File: src/rtl/board_store_ctrl_if.sv
// board_store_ctrl_if
//   Request/response bundle between chess_logic (master), the board store
//   controller (slave) and display_interface (reads the flat board).
//
//   master drives : init_req, move_req, move_src, move_dst, undo_req, rd_addr
//   slave drives  : rd_piece, move_ack, captured, busy, done, undo_valid, board
//
//   Square address = {row[2:0], col[2:0]}; square code = {color, piece[2:0]}.
//   board holds square i at [PIECE_W*i +: PIECE_W].
interface board_store_ctrl_if #(
    parameter int SQUARES = 64,
    parameter int ADDR_W  = 6,
    parameter int PIECE_W = 4
);
    logic                       init_req;
    logic                       move_req;
    logic [ADDR_W-1:0]          move_src;
    logic [ADDR_W-1:0]          move_dst;
    logic                       undo_req;
    logic [ADDR_W-1:0]          rd_addr;
    logic [PIECE_W-1:0]         rd_piece;
    logic                       move_ack;
    logic [PIECE_W-1:0]         captured;
    logic                       busy;
    logic                       done;
    logic                       undo_valid;
    logic [SQUARES*PIECE_W-1:0] board;

    modport master (
        output init_req, move_req, move_src, move_dst, undo_req, rd_addr,
        input  rd_piece, move_ack, captured, busy, done, undo_valid, board
    );

    modport slave (
        input  init_req, move_req, move_src, move_dst, undo_req, rd_addr,
        output rd_piece, move_ack, captured, busy, done, undo_valid, board
    );
endinterface

File: src/rtl/board_store_ctrl.sv
// board_store_ctrl
//   Owns the 64-square chess board store (4 bits per square) and sequences
//   every write to it, one square per clock:
//     - start-position load (64 cycles)
//     - move commit (write dst, then clear src)
//     - optional single-level undo of the last move
//
//   Ports
//     clk  : game logic clock, single domain
//     rst  : asynchronous active-high reset
//     bus  : board_store_ctrl_if.slave (requests in; read data, status,
//            pulses and the flat board out)
//
//   Configuration macro
//     BOARD_UNDO_EN : when defined, builds the undo record and the UN_SRC /
//                     UN_DST states. When undefined, undo_req is ignored and
//                     undo_valid is tied low.
module board_store_ctrl #(
    parameter int SQUARES = 64,
    parameter int ADDR_W  = 6,
    parameter int PIECE_W = 4
) (
    input  logic              clk,
    input  logic              rst,
    board_store_ctrl_if.slave bus
);

    typedef enum logic [2:0] {
        IDLE,
        INIT,
        MV_DST,
        MV_SRC
`ifdef BOARD_UNDO_EN
        ,
        UN_SRC,
        UN_DST
`endif
    } state_t;

    state_t              state_q;
    state_t              state_nxt;

    logic [PIECE_W-1:0]  board_q [SQUARES];
    logic [ADDR_W-1:0]   cnt_q;
    logic [ADDR_W-1:0]   src_q;
    logic [ADDR_W-1:0]   dst_q;
    logic [PIECE_W-1:0]  captured_q;
    logic [PIECE_W-1:0]  rd_piece_q;
    logic                move_ack_q;
    logic                done_q;

    // Decoded per-cycle actions from the FSM
    logic                wr_en;
    logic [ADDR_W-1:0]   wr_addr;
    logic [PIECE_W-1:0]  wr_data;
    logic                take_move;
    logic                cap_en;
    logic                done_nxt;

`ifdef BOARD_UNDO_EN
    logic [ADDR_W-1:0]   un_src_q;
    logic [ADDR_W-1:0]   un_dst_q;
    logic [PIECE_W-1:0]  un_moved_q;
    logic [PIECE_W-1:0]  un_cap_q;
    logic                undo_valid_q;
    logic                rec_en;
    logic                undo_clr;
`endif

    // Back-rank piece for a column, color bit excluded: R N B Q K B N R
    function automatic logic [2:0] back_rank(input logic [2:0] col);
        logic [2:0] p;
        case (col)
            3'd0, 3'd7: p = 3'b100;
            3'd1, 3'd6: p = 3'b010;
            3'd2, 3'd5: p = 3'b011;
            3'd3:       p = 3'b101;
            default:    p = 3'b110;
        endcase
        return p;
    endfunction

    // Start-position code for a square; row 0/1 black, row 6/7 white
    function automatic logic [PIECE_W-1:0] start_code(input logic [ADDR_W-1:0] sq);
        logic [PIECE_W-1:0] c;
        case (sq[5:3])
            3'd0:    c = {1'b1, back_rank(sq[2:0])};
            3'd1:    c = 4'b1001;
            3'd6:    c = 4'b0001;
            3'd7:    c = {1'b0, back_rank(sq[2:0])};
            default: c = 4'b0000;
        endcase
        return c;
    endfunction

    // State register
    always_ff @(posedge clk or posedge rst) begin
        if (rst) begin
            state_q <= IDLE;
        end else begin
            state_q <= state_nxt;
        end
    end

    // Next state and per-cycle actions
    always_comb begin
        state_nxt = state_q;
        wr_en     = 1'b0;
        wr_addr   = cnt_q;
        wr_data   = '0;
        take_move = 1'b0;
        cap_en    = 1'b0;
        done_nxt  = 1'b0;
`ifdef BOARD_UNDO_EN
        rec_en    = 1'b0;
        undo_clr  = 1'b0;
`endif
        case (state_q)
            IDLE: begin
                // Fixed priority; losing and out-of-IDLE requests are dropped
                if (bus.init_req) begin
                    state_nxt = INIT;
`ifdef BOARD_UNDO_EN
                    undo_clr  = 1'b1;
                end else if (bus.undo_req && undo_valid_q) begin
                    state_nxt = UN_SRC;
`endif
                end else if (bus.move_req) begin
                    state_nxt = MV_DST;
                    take_move = 1'b1;
                end
            end
            INIT: begin
                wr_en   = 1'b1;
                wr_addr = cnt_q;
                wr_data = start_code(cnt_q);
                if (cnt_q == ADDR_W'(SQUARES - 1)) begin
                    state_nxt = IDLE;
                    done_nxt  = 1'b1;
                end
            end
            MV_DST: begin
                // A null move (src == dst) touches nothing and finishes here
                if (src_q != dst_q) begin
                    wr_en     = 1'b1;
                    wr_addr   = dst_q;
                    wr_data   = board_q[src_q];
                    cap_en    = 1'b1;
`ifdef BOARD_UNDO_EN
                    rec_en    = 1'b1;
`endif
                    state_nxt = MV_SRC;
                end else begin
                    state_nxt = IDLE;
                    done_nxt  = 1'b1;
                end
            end
            MV_SRC: begin
                wr_en     = 1'b1;
                wr_addr   = src_q;
                wr_data   = '0;
                state_nxt = IDLE;
                done_nxt  = 1'b1;
            end
`ifdef BOARD_UNDO_EN
            UN_SRC: begin
                wr_en     = 1'b1;
                wr_addr   = un_src_q;
                wr_data   = un_moved_q;
                state_nxt = UN_DST;
            end
            UN_DST: begin
                wr_en     = 1'b1;
                wr_addr   = un_dst_q;
                wr_data   = un_cap_q;
                undo_clr  = 1'b1;
                state_nxt = IDLE;
                done_nxt  = 1'b1;
            end
`endif
            default: begin
                state_nxt = IDLE;
            end
        endcase
    end

    // Board store, read port, latched move and status registers
    always_ff @(posedge clk or posedge rst) begin
        if (rst) begin
            for (int i = 0; i < SQUARES; i++) begin
                board_q[i] <= '0;
            end
            cnt_q      <= '0;
            src_q      <= '0;
            dst_q      <= '0;
            captured_q <= '0;
            rd_piece_q <= '0;
            move_ack_q <= 1'b0;
            done_q     <= 1'b0;
        end else begin
            if (wr_en) begin
                board_q[wr_addr] <= wr_data;
            end
            // Counter only advances inside INIT, so it always starts at 0
            cnt_q      <= (state_q == INIT) ? cnt_q + ADDR_W'(1) : '0;
            if (take_move) begin
                src_q <= bus.move_src;
                dst_q <= bus.move_dst;
            end
            if (cap_en) begin
                captured_q <= board_q[dst_q];
            end
            // Non-blocking read gives the pre-write value on a same-square write
            rd_piece_q <= board_q[bus.rd_addr];
            move_ack_q <= take_move;
            done_q     <= done_nxt;
        end
    end

`ifdef BOARD_UNDO_EN
    // Single-level undo record, captured alongside the dst write
    always_ff @(posedge clk or posedge rst) begin
        if (rst) begin
            un_src_q     <= '0;
            un_dst_q     <= '0;
            un_moved_q   <= '0;
            un_cap_q     <= '0;
            undo_valid_q <= 1'b0;
        end else begin
            if (rec_en) begin
                un_src_q     <= src_q;
                un_dst_q     <= dst_q;
                un_moved_q   <= board_q[src_q];
                un_cap_q     <= board_q[dst_q];
                undo_valid_q <= 1'b1;
            end else if (undo_clr) begin
                undo_valid_q <= 1'b0;
            end
        end
    end

    assign bus.undo_valid = undo_valid_q;
`else
    logic unused_undo_req;
    assign unused_undo_req = bus.undo_req;
    assign bus.undo_valid  = 1'b0;
`endif

    // Flat board view, square g at [PIECE_W*g +: PIECE_W]
    for (genvar g = 0; g < SQUARES; g++) begin : g_flat
        assign bus.board[g*PIECE_W +: PIECE_W] = board_q[g];
    end

    assign bus.rd_piece = rd_piece_q;
    assign bus.move_ack = move_ack_q;
    assign bus.captured = captured_q;
    assign bus.busy     = (state_q != IDLE);
    assign bus.done     = done_q;

endmodule

File: src/flat_wrapper.sv
// flat-port wrapper written by rule: the top's interface ports become plain ports
module board_store_ctrl_flat 
#(
    parameter int SQUARES = 64,
    parameter int ADDR_W  = 6,
    parameter int PIECE_W = 4
)
  (clk, rst, bus_init_req, bus_move_req, bus_move_src, bus_move_dst, bus_undo_req, bus_rd_addr, bus_rd_piece, bus_move_ack, bus_captured, bus_busy, bus_done, bus_undo_valid, bus_board);
  board_store_ctrl_if #(.SQUARES(SQUARES), .ADDR_W(ADDR_W), .PIECE_W(PIECE_W)) bus_i ();
  input  logic clk;
  input  logic rst;
  input wire logic [$bits(bus_i.init_req)-1:0] bus_init_req;
  input wire logic [$bits(bus_i.move_req)-1:0] bus_move_req;
  input wire logic [$bits(bus_i.move_src)-1:0] bus_move_src;
  input wire logic [$bits(bus_i.move_dst)-1:0] bus_move_dst;
  input wire logic [$bits(bus_i.undo_req)-1:0] bus_undo_req;
  input wire logic [$bits(bus_i.rd_addr)-1:0] bus_rd_addr;
  output wire logic [$bits(bus_i.rd_piece)-1:0] bus_rd_piece;
  output wire logic [$bits(bus_i.move_ack)-1:0] bus_move_ack;
  output wire logic [$bits(bus_i.captured)-1:0] bus_captured;
  output wire logic [$bits(bus_i.busy)-1:0] bus_busy;
  output wire logic [$bits(bus_i.done)-1:0] bus_done;
  output wire logic [$bits(bus_i.undo_valid)-1:0] bus_undo_valid;
  output wire logic [$bits(bus_i.board)-1:0] bus_board;
  assign bus_i.init_req = bus_init_req;
  assign bus_i.move_req = bus_move_req;
  assign bus_i.move_src = bus_move_src;
  assign bus_i.move_dst = bus_move_dst;
  assign bus_i.undo_req = bus_undo_req;
  assign bus_i.rd_addr = bus_rd_addr;
  assign bus_rd_piece = bus_i.rd_piece;
  assign bus_move_ack = bus_i.move_ack;
  assign bus_captured = bus_i.captured;
  assign bus_busy = bus_i.busy;
  assign bus_done = bus_i.done;
  assign bus_undo_valid = bus_i.undo_valid;
  assign bus_board = bus_i.board;
  board_store_ctrl #(.SQUARES(SQUARES), .ADDR_W(ADDR_W), .PIECE_W(PIECE_W)) u_core (.clk(clk), .rst(rst), .bus(bus_i));
endmodule
File: config.mk
export PLATFORM = sky130hd
export DESIGN_NAME = board_store_ctrl_flat
export DESIGN_NICKNAME = d
export VERILOG_FILES = /design/src/rtl/board_store_ctrl_if.sv /design/src/rtl/board_store_ctrl.sv /design/src/flat_wrapper.sv
export SDC_FILE = /design/constraint.sdc
export NUM_CORES = 1
export LEC_CHECK = 0
export CAP_MARGIN = 20
export CORE_MARGIN = 8
export CORE_UTILIZATION = 45
export CTS_BUF_LIST = sky130_fd_sc_hd__clkbuf_4 sky130_fd_sc_hd__clkbuf_8 sky130_fd_sc_hd__clkbuf_16
export DETAILED_ROUTE_END_ITERATION = 16
export GPL_ROUTABILITY_DRIVEN = 0
export PLACE_DENSITY_LB_ADDON = 0.3
export RECOVER_POWER = 50
export SLEW_MARGIN = 20
export SYNTH_ARGS = -nofsm -noshare
export SYNTH_HDL_FRONTEND = slang
export SYNTH_SLANG_ARGS = --single-unit
File: constraint.sdc
create_clock -name clk -period 22.6 [get_ports clk]
set_input_delay 4.52 -clock clk [delete_from_list [all_inputs] [get_ports clk]]
set_output_delay 4.52 -clock clk [all_outputs]
set_load 0.05 [all_outputs]
# [Word level (Yosys, flattened, before mapping)]
# Cells that the tools add are included.
[word_totals] input_bits=23 regBits=287 out_inout_bits=268 wordCells=141
[classes] bitwise=4 n_lt_le_gt_ge=5 reduce_logical=10 eq_ne=16 mux=33 addsub=1
[ops] cell="bitwise mux 256 bit" count=1
[ops] cell="binary-select mux 4 bit (select 6 bit)" count=3
[ops] cell="two-way mux 4 bit" count=8
[ops] cell="greater-or-equal comparator 7 bit (second input constant)" count=4
[ops] cell="NOT 6 -> 7 bit" count=4
[ops] cell="demux 4 bit (select 6 bit)" count=1
[ops] cell="one-hot mux 4 bit (4 select lines)" count=1
[ops] cell="equality test 3 bit (second input constant)" count=5
[ops] cell="equality test 3 x 2 -> 1 bit (second input constant)" count=4
[ops] cell="two-way mux 6 bit" count=2
[ops] cell="one-hot mux 3 bit (4 select lines)" count=1
[ops] cell="one-hot mux 6 bit (2 select lines)" count=1
[ops] cell="equality test 3 x 1 -> 1 bit (second input constant)" count=3
[ops] cell="logical NOT 3 bit" count=3
[ops] cell="two-way mux 3 bit" count=3
[ops] cell="one-hot mux 3 bit (3 select lines)" count=1
[ops] cell="one-hot mux 4 bit (2 select lines)" count=1
[ops] cell="OR reduction 2 bit" count=4
[ops] cell="less-than comparator 7 x 1 -> 1 bit (second input constant)" count=1
[ops] cell="two-way mux 1 bit" count=7
[ops] cell="adder 6 x 1 -> 6 bit (second input constant)" count=1
[ops] cell="equality test 6 bit (second input constant)" count=1
[ops] cell="!= test 6 bit" count=1
[ops] cell="!= test 3 bit (second input constant)" count=1
[ops] cell="other kinds (7)" count=7

# [Depth between registers and ports, before layout]
[depth] word_depth=9 depth_mapped=12 mapped_depth_nobuf=9

# [Least setup slack after synthesis]
# OpenSTA, ideal clock, no wires.
[synth_path] path_kind="in2reg" start="in bus_rd_addr[0]" end="reg u_core.rd_piece_q[0], in the netlist u_core.bus.rd_piece[0]" setup_time_ns=0.138 n_path_buf=2 path_stages=5 t_required_ns=22.462 t_arrival_ns=6.895 setup_slack_ns=15.567 cell_sequence="clkbuf_1 > buf_1 > mux4_2 > mux4_2 > mux4_2"
[synth_between] elab_chain_len=4
[synth_lines] element="from (decl)" line="flat_wrapper.sv:17" source="input wire logic [$bits(bus_i.rd_addr)-1:0] bus_rd_addr;"
[synth_lines] element="NOT 6 -> 7 bit (implied by the code)" line="board_store_ctrl.sv:214" source="rd_piece_q <= board_q[bus.rd_addr];"
[synth_lines] element="binary-select mux 4 bit (select 6 bit)" line="board_store_ctrl.sv:214"
[synth_lines] element="two-way mux 4 bit (implied by the code) (2 in a row)" line="board_store_ctrl.sv:214"
[synth_lines] element="to (signal assigned)" line="board_store_ctrl.sv:214"
[synth_lines] element="to (decl)" line="board_store_ctrl.sv:48" source="logic [PIECE_W-1:0] rd_piece_q;"
# Every way passes these cells. The select of a mux whose other input is x is not followed.
# A chain may end at the register's enable or synchronous reset.

==> flow_summary_export.csv <==
group,metric,value,unit
synthesis,ys_ff_latch,286,
critical_path,reg2regPathDepth,8,
timing,fin_tns_setup,0,ps
clock_tree,clk_pin_slew,60,ps
synthesis,postSynthCellCount,1211,
drt,dr_iter_0_viols,1561,
global_routing,grt_pass1_vias,13500,
finish,final_net_count,1487,
clock_tree,cts_made_buffers,34,
synthesis,synth_area,17700,sq um
drt,antenna_violating_nets_post_route,0,
worst_hold_path,hold_path.startpoint,"u_core.bus.captured[1]$_DFFE_PP0P_",
clock_tree,cts_resized,0,
floorplan,boundaryPins,291,
timing,timing.max_slew.rel_slack,-2.77,
critical_path,cp_data_required_time,21030,ps
clock_tree,cts_post_setup_buffers_inserted,0,
clock_tree,cts_hold_buf,0,
global_routing,global_route.usage.total,0.274,
pwr,largest_vdd_supply_drop,0.0646,mV
pwr,power.density,126,nW/um^2
timing,max_slew_violation_count,211,
floorplan,fp.coreArea,38700,sq um
timing,final-hold-violation-count,0,
outcome,failed_checks,"max-capacitance violations, max-slew violations",
finish,fillCellCount,3132,
timing,worstMarginPinSlew,5660,ps
floorplan,num_rows,72,
critical_path,start_kind,"input port",
pwr,switching_power,1.30,mW
finish,mostFrequentLayoutCell,"clkdlybuf4s50_1",
floorplan,die_w,214,um
timing,timing.final.crit_share,0.524,
place,dp_hpwl,45600,um
outcome,outcome,"complete, but fails checks",
flow_run,max_cap_viol_count,3,
synthesis,synth_area_per_inst,14.6,sq um
critical_path,endpoint_kind,"async pin",
finish,area.growth.synth_to_final,24.8,%
worst_hold_path,hp-class,"register to register",
critical_path,worstReg2RegEnd,"u_core.bus.board[155]$_DFFE_PP0P_",
floorplan,effective_utilization_at_floorplan,0.456,
drt,routed_via_density,6.74,
pwr,combinationalPowerShare,0.517,
place,postPlaceCellArea,20900,sq um
global_routing,antenna_found_initial,2,
finish,drive_above_1_share,0.371,
timing,max_clock_freq,84.5,MHz
timing,fin_worst_skew,22.7,ps
synthesis,yosysUniqueCellTypes,54,
global_routing,largest_net_degree_at_the_start_of_global_routing,141,
synthesis,postSynth.asyncResetShare,1.00,
drt,drt_drc_violations_left,0,
critical_path,critical_path.max_fanout,99,
critical_path,cp_data_arrival_time,10270,ps
worst_hold_path,hold_crit_depth,2,
clock_tree,cts-htree-levels,2,
timing,grt_setup_unrepaired,"no",
synthesis,number_of_flops_mapped_to_enable_cells_by_yosys,0,
finish,design_area,22000,sq um
global_routing,overflow,0,
drt,avgRoutedWirePerCell,32.3,um
floorplan,dieArea,45800,sq um
synthesis,yosys_warnings,0,
pwr,part_of_the_total_power_dissipated_in_the_clock_network,0.202,
critical_path,r2r-start,"u_core.dst_q[2]$_DFFE_PP0P_",
finish,final-instance-count-excl-fill,1998,
drt,finalWirelength,64600,um
pwr,seq_power_share,0.280,
synthesis,synthesis.nets,1243,
critical_path,crit_type,"input port to async pin",
pwr,swShare,0.468,
clock_tree,clock_sinks,286,
place,portBuffers,288,
pwr,totalPowerFinal,2.77,mW
global_routing,grt_pass1_wl,95200,um
timing,final.min_clock_period,11840,ps
clock_tree,clock_insertion_delay_worst_skew,520,ps
timing,setup-violations-final,0,
synthesis,seq_area_frac_synth,0.405,
clock_tree,ctsLongestPathBuffers,3,
drt,drt_pass1_iterations,5,
place,placed_cells,1936,
clock_tree,tritoncts,"built",
worst_hold_path,min_to,"u_core.bus.captured[1]$_DFFE_PP0P_",
drt,via_count,13500,
finish,final_cell_mix,"clkdlybuf4s50_1 (284), dfrtp_1 (282), mux2_2 (243)",
synthesis,yosys_most_used_dff,"dfrtp_1",
pwr,power_report.internal_total,1.48,mW
pwr,p_leak,9.20,nW
floorplan,die_y,214,um
clock_tree,clk_root_buffer_cell,"clkbuf_16",
critical_path,regToRegSetupSlack,15050,ps
==> layout make-up <==
class	count	area, sq um	area share
timing repair buffer	310	3040	0.138
clock inverter	15	159	0.00721
sequential	286	7170	0.325
clock buffer	45	976	0.0443
multi-input combinational	807	9980	0.453
antenna	1	2.50	0.000114
inverter	16	61.3	0.00278
tap	518	648	0.0294
==> Yosys cell counts, drive strengths merged, types with 2 or more instances <==
master   count  area [sq um]
ha           9           113
mux4       209          4710
o31ai        2          15.0
a211oi       6          45.0
clkbuf      55           206
nand2b       2          12.5
buf         47           223
inv         16          60.1
a311oi       5          68.8
xor2         4          35.0
and2         6          37.5
a311o        4          40.0
nor3         7          40.0
dfrtp      286          7160
nor2        71           287
a21oi       17          88.8
a32oi        2          17.5
or2          3          18.8
mux2i       66           661
nand3        9          45.0
o2111ai      3          26.3
nand2       25          93.8
xnor2        2          17.5
nand4       14           106
or3          2          12.5
a221oi       4          52.6
nor3b        2          15.0
a22oi       21           158
a22o         6          52.6
nor2b        8          50.1
mux2       265          2980
a31oi        6          37.5
o211ai       6          45.0
o22a         2          17.5
a211o        2          17.5
o21ai       10          50.1
==> logic make-up (layout without fill, tap and decap cells) <==
family,Yosys count,count (layout),synth area share
AO/OA/AOI/OAI,99,99,0.0429
XOR/XNOR,6,6,0.00298
adder cells (fa/ha/maj),9,9,0.00638
buffers and inverters,118,386,0.0277
flip-flops,286,286,0.405
multiplexers,540,540,0.473
other,1,2,0.000212
AND/OR/NAND/NOR,152,152,0.0418
==> layer usage <==
metal,part of all wire,vias to the layer above,global-route usage,wire length [um]
li1,-,5326,-,-
met1,0.39,7026,0.374,25400
met2,0.46,953,0.418,29600
met3,0.11,160,0.0801,7270
met4,0.036,0,0.0873,2350
met5,0,-,0,0
==> per-stage QoR <==
step	util	hold WS, ps	setup WS (ps)
after floorplan	-	512	10190
after global placement	0.541	504	14920
after detailed placement	0.541	501	14840
after CTS	0.570	512	15390
after global routing	0.569	561	9430
final	0.569	512	10760
==> power by group through the flow <==
stage	Combinational [mW]	Sequential (mW)	Clock, mW
2_1_floorplan	0.723	0.973	0
3_3_place_gp	1.40	0.773	0
3_5_place_dp	1.41	0.778	0
4_1_cts	1.42	0.771	0.566
5_1_grt	1.48	0.790	0.586
6_report	1.44	0.778	0.561
==> worst max-delay path by stage <==
stage                                                  end  startpoint  cells after the start
after floorplan            u_core.bus.board[0]$_DFFE_PP0P_         rst                      1
after global placement    u_core.bus.board[64]$_DFFE_PP0P_         rst                      4
after detailed placement  u_core.bus.board[71]$_DFFE_PP0P_         rst                      4
after CTS                 u_core.bus.board[64]$_DFFE_PP0P_         rst                      4
after global routing           u_core.src_q[1]$_DFFE_PP0P_         rst                      3
final                          u_core.src_q[1]$_DFFE_PP0P_         rst                      3
==> state kept, by name (all words and copies together) (netlist names) <==
register and count:
u_core.dst_q 6, u_core.src_q 6, u_core.bus.move_ack 1, u_core.state_q 2, u_core.bus.captured 4, u_core.cnt_q 6, u_core.bus.rd_piece 4, u_core.bus.board 256
u_core.bus.done 1
==> worst max-delay path: stages <==
cell and delay [ps]:
dlygate4sd3_1 540, clkinvlp_2 1060, clkbuf_1 4000
(Power assumes the default switching activity.)
